[src/rtl/inst_buffer.sv]
// Purpose     : fetch-to-decode instruction queue of aligned two-instruction packets.
// Latency     : 1 cycle from push to presentation (0 cycles when empty with INST_BUF_BYPASS_EN).
// Backpressure: fetch_rdy drops when all DEPTH entries are full (no pop-through); decode_rdy pops.
//
// Optional feature macro: INST_BUF_BYPASS_EN (empty-buffer fetch->decode bypass).
//
// Ports:
//   clk, rst                      clock; synchronous active-high reset
//   flush                         synchronous discard of all buffered packets
//   fetch_val / fetch_rdy         fetch-side handshake
//   fetch_pc, fetch_inst0/1       incoming packet (inst1 lives at fetch_pc+4)
//   decode_rdy / inst_val         decode-side handshake
//   inst0_pc, inst1_pc, inst0/1   presented packet; all zero when inst_val=0
//   buf_count                     occupied entries, 0..DEPTH
module inst_buffer #(
  parameter int DEPTH         = 8,
  parameter int CPU_ADDR_BITS = 32,
  parameter int CPU_INST_BITS = 32,
  localparam int PTR_BITS     = $clog2(DEPTH)
) (
  input  logic                     clk,
  input  logic                     rst,
  input  logic                     flush,
  input  logic                     fetch_val,
  output logic                     fetch_rdy,
  input  logic [CPU_ADDR_BITS-1:0] fetch_pc,
  input  logic [CPU_INST_BITS-1:0] fetch_inst0,
  input  logic [CPU_INST_BITS-1:0] fetch_inst1,
  input  logic                     decode_rdy,
  output logic                     inst_val,
  output logic [CPU_ADDR_BITS-1:0] inst0_pc,
  output logic [CPU_ADDR_BITS-1:0] inst1_pc,
  output logic [CPU_INST_BITS-1:0] inst0,
  output logic [CPU_INST_BITS-1:0] inst1,
  output logic [PTR_BITS:0]        buf_count
);

  // DEPTH must be a power of two: pointers wrap by natural overflow.
  localparam logic [PTR_BITS:0] FULL_CNT = (PTR_BITS + 1)'(DEPTH);

  typedef struct packed {
    logic [CPU_ADDR_BITS-1:0] pc;
    logic [CPU_INST_BITS-1:0] inst0;
    logic [CPU_INST_BITS-1:0] inst1;
  } entry_t;

  entry_t              mem [DEPTH];
  logic [PTR_BITS-1:0] head_q;
  logic [PTR_BITS-1:0] tail_q;
  logic [PTR_BITS:0]   count_q;

  logic   empty;
  logic   push;
  logic   pop;
  entry_t fetch_ent;
  entry_t pres_ent;

  assign empty     = (count_q == '0);
  assign fetch_rdy = (count_q != FULL_CNT);
  assign buf_count = count_q;

  assign fetch_ent.pc    = fetch_pc;
  assign fetch_ent.inst0 = fetch_inst0;
  assign fetch_ent.inst1 = fetch_inst1;

`ifdef INST_BUF_BYPASS_EN
  // When empty, the incoming packet is shown to decode straight away. If decode
  // takes it in the same cycle it never touches the array.
  logic bypass;
  assign bypass   = empty && fetch_val && !flush && !rst;
  assign inst_val = !empty || bypass;
  assign pop      = !empty && decode_rdy;
  assign push     = fetch_val && fetch_rdy && !(bypass && decode_rdy);
  assign pres_ent = empty ? fetch_ent : mem[head_q];
`else
  assign inst_val = !empty;
  assign pop      = inst_val && decode_rdy;
  assign push     = fetch_val && fetch_rdy;
  assign pres_ent = mem[head_q];
`endif

  // Data outputs are forced to zero whenever nothing valid is presented, so
  // stale array contents never leak to decode.
  always_comb begin
    inst0_pc = '0;
    inst1_pc = '0;
    inst0    = '0;
    inst1    = '0;
    if (inst_val) begin
      inst0_pc = pres_ent.pc;
      inst1_pc = pres_ent.pc + CPU_ADDR_BITS'(4);
      inst0    = pres_ent.inst0;
      inst1    = pres_ent.inst1;
    end
  end

  // Pointer and occupancy state. Reset and flush behave identically and win over
  // any push/pop in the same cycle.
  always_ff @(posedge clk) begin
    if (rst || flush) begin
      head_q  <= '0;
      tail_q  <= '0;
      count_q <= '0;
    end else begin
      if (push) tail_q <= tail_q + PTR_BITS'(1);
      if (pop)  head_q <= head_q + PTR_BITS'(1);
      case ({push, pop})
        2'b10:   count_q <= count_q + (PTR_BITS + 1)'(1);
        2'b01:   count_q <= count_q - (PTR_BITS + 1)'(1);
        default: count_q <= count_q;
      endcase
    end
  end

  // Array has no reset. A write that lands during flush/reset is harmless: the
  // pointers are cleared in the same edge, so the entry is never presented.
  always_ff @(posedge clk) begin
    if (push) mem[tail_q] <= fetch_ent;
  end

endmodule

[config.mk]
export PLATFORM = sky130hd
export DESIGN_NAME = inst_buffer
export DESIGN_NICKNAME = d
export VERILOG_FILES = /design/src/rtl/inst_buffer.sv
export SDC_FILE = /design/constraint.sdc
export NUM_CORES = 1
export LEC_CHECK = 0
export BUFFER_PORTS_ARGS = -buffer_cell sky130_fd_sc_hd__buf_4
export CAP_MARGIN = 10
export CORE_MARGIN = 8
export CORE_UTILIZATION = 36
export CTS_BUF_LIST = sky130_fd_sc_hd__clkbuf_4 sky130_fd_sc_hd__clkbuf_8
export CTS_CLUSTER_DIAMETER = 150
export DETAILED_ROUTE_END_ITERATION = 8
export GPL_TIMING_DRIVEN = 0
export PLACE_DENSITY = 0.58
export SETUP_SLACK_MARGIN = 0.3
export SLEW_MARGIN = 20
export SYNTH_ARGS = -nofsm -noshare
export SYNTH_HDL_FRONTEND = slang
export SYNTH_SLANG_ARGS = --single-unit
[constraint.sdc]
create_clock -name clk -period 26.9 [get_ports clk]
set_input_delay 6.725 -clock clk [delete_from_list [all_inputs] [get_ports clk]]
set_output_delay 6.725 -clock clk [all_outputs]
set_load 0.05 [all_outputs]
==> reports/metrics.cfg <==
[run_status]
status = finished, final reports clean

[pwr]
p_leak_nw = 12.2
pwr_density_cell_nw_per_um2 = 68.3
max-vdd-ir-drop_mv = 0.0412

[detailed_routing]
viasPerCell = 5.00
drtPass1Iterations = 5
drt-total-wl_um = 75800
routed-via-count = 15600
drt_iter0_markers = 1173
wl_per_cell_um = 24.3
ant_nets = 0
drc = 0

[floorplanning]
core_area_um2 = 84900
die-width_um = 308
start_util_pct = 36.2
dieArea_um2 = 94900
dieHeight_um = 308
rows = 107
io_pins = 235

[clock_tree]
hold_buffers = 0
clkTransAtPathRegs_ns = 0.06
clock_path_buffers = 3
cts_sinks = 781
clk_latency_ns = 0.77
post_cts.repair.setup_buffers = 0
cts-root-buf = clkbuf_8
cts_resized = 0
cts_buffers = 134
cts_tree = done
cts.htree.levels = 4

[synth]
synth_top_area_cell = edfxtp_1
synthArstFlopShare_pct = 0
syn_area_per_cell_um2 = 21.5
syn_nets = 1537
synth-edff-count = 768
synth.distinct_cells = 61
syn_inst = 1430
ys_seq_elements = 781
yosys_most_used_dff = edfxtp_1
yosys_warnings = 0
yosysTopAreaCellShare_pct = 75.1
synth.area.top_cells = edfxtp_1, mux4_2, mux2i_1
yosysSeqAreaShare_pct = 75.9
syn_area_um2 = 30700

[global_route]
grt_pass1_wl_um = 111000
grtUsageTotal_pct = 15.9
antenna_found_initial = 11
grt_max_degree = 20
grt_pass1_vias = 16900
gr-total-overflow = 0

[final_layout]
finalCoreUtilization_pct = 44.5
drive_above_1_share_pct = 38.0
syn_to_final_growth_pct = 22.9
nNetsFinal = 1978
layout.cells.most_common = edfxtp_1
final_cell_mix = edfxtp_1, buf_4, mux4_2

[sta]
fmax_mhz = 88.4
finalMaxSlewViolations = 0
finalSetupViolCount = 0
period_share_pct = 42.1
rsz0062_at_grt = false
finClkSkew_ns = 0.0226
fin_crit_ns = 11.31
finalHoldViolations = 0
worst_pin_slew_ns = 1.08
tns_ns = 0
slew_headroom_pct = 27.7

[hold_path]
hp-class = reg2reg

[critical_path]
crit_chain = buf_4, buf_6, buf_8, buf_8, buf_4, clkbuf_1, clkbuf_1, mux4_2, mux2i_1, nor2_1, buf_4
required_ns = 20.17
crit_path_end_kind = output port
worstPathMaxFanout = 10
worstPathArrival_ns = 4.59
crit_path_max_incr_delay_ns = 0.74
path_class = reg2out
crit_path_frequent_cell = buf_4
slowest_stage = clkbuf_1
startpoint_type = flip-flop

[placed_design]
gp_congestion = 0.802
dp_hpwl_um = 51400
port_buffers = 234

[flow_run]
maxCapViolations = 0

worst max-delay path: cells and delay by family (launching register included):
family,cells,cell delay (ns)
mux,2,0.42
buf+inv,8,2.75
simple gates,1,0.31
flops,1,0.32
through the flow:
| stage | cells | cell area (um^2) | power [mW] | hold WS, ns | setup WS, ns |
|---|---|---|---|---|---|
| after floorplan | 1430 | 30700 | 1.49 | 0.454 | 12.57 |
| after global placement | 2808 | 33900 | 1.57 | 0.471 | 4.68 |
| after detailed placement | 2879 | 35200 | 1.57 | 0.485 | 16.26 |
| after CTS | 3116 | 37700 | 2.61 | 0.492 | 15.39 |
| after global routing | 3117 | 37800 | 2.67 | 0.526 | 15.32 |
| final | 3119 | 37800 | 2.58 | 0.490 | 15.59 |
synthesized netlist by cell type, types with 3 or more instances:
cell      instances
o31a_1            3
nor2_1          121
buf_2             9
nor3_1           11
mux4_2          178
and2_1           11
clkbuf_1         27
mux4_1            7
buf_6             3
nand3_1           4
buf_8             6
xnor2_1           6
or4_1             5
a22oi_1           3
o21ai_0           9
dfxtp_1          13
edfxtp_1        768
nor4_1            7
buf_4             8
mux2i_1          97
nand4b_1          3
a21oi_1           9
o31ai_1           9
or2_2             3
ha_1              6
buf_12            3
mux2i_2           4
xor2_1            9
nand2_1          21
buf_1            17
nand2b_1          5
nand4_1           4
mux2_1            5
where the power goes:
part | switching [mW] | internal (mW)
clock network | 0.473 | 0.558
registers | 0.00342 | 1.35
logic | 0.128 | 0.0632
routing by layer:
layer | vias to the layer above | routed length (um) | GRT usage (%)
met3 | 136 | 4840 | 4.54
li1 | 6846 | - | -
met5 | - | 83 | 0
met4 | 12 | 1610 | 4.87
met2 | 421 | 37500 | 26.7
met1 | 8186 | 31700 | 19.9
path summary, 6_finish.rpt:
path	end	slack (ns)	cells past startpoint	start
worst max-delay path	inst0[20]	15.59	11	flip-flop
worst min-delay path	flip-flop	0.49	2	head_q[1]$_SDFFE_PP0P_
worst max register to register	mem[0][34]$_DFFE_PP_	23.39	13	buf_count[1]$_SDFFE_PP0P_
worst min register to register	flip-flop	0.49	2	head_q[1]$_SDFFE_PP0P_
sequential cells by signal, indices dropped and copies added, names as in the netlist, named ones only:
register and flops:
mem 768, tail_q 3, head_q 3, buf_count 4
layout make-up:
class / count / area, um^2
tap: 1144 / 1430
clock buffer: 176 / 2170
clock inverter: 61 / 409
fill: 7377 / 47100
inverter: 3 / 12.5
sequential: 781 / 23300
multi-input combinational: 573 / 7000
timing repair buffer: 305 / 2950
antenna: 3 / 7.51
buffer: 73 / 459
kinds of logic after synthesis:
logic type	count (synthesis)	share of synthesized area, %
AO/OA/AOI/OAI	42	1.01
XOR/XNOR	15	0.428
adder cells (fa/ha/maj)	6	0.244
buffers and inverters	76	1.52
flip-flops	781	75.9
multiplexers	294	17.3
AND/OR/NAND/NOR	216	3.57
(Power assumes the default switching activity.)
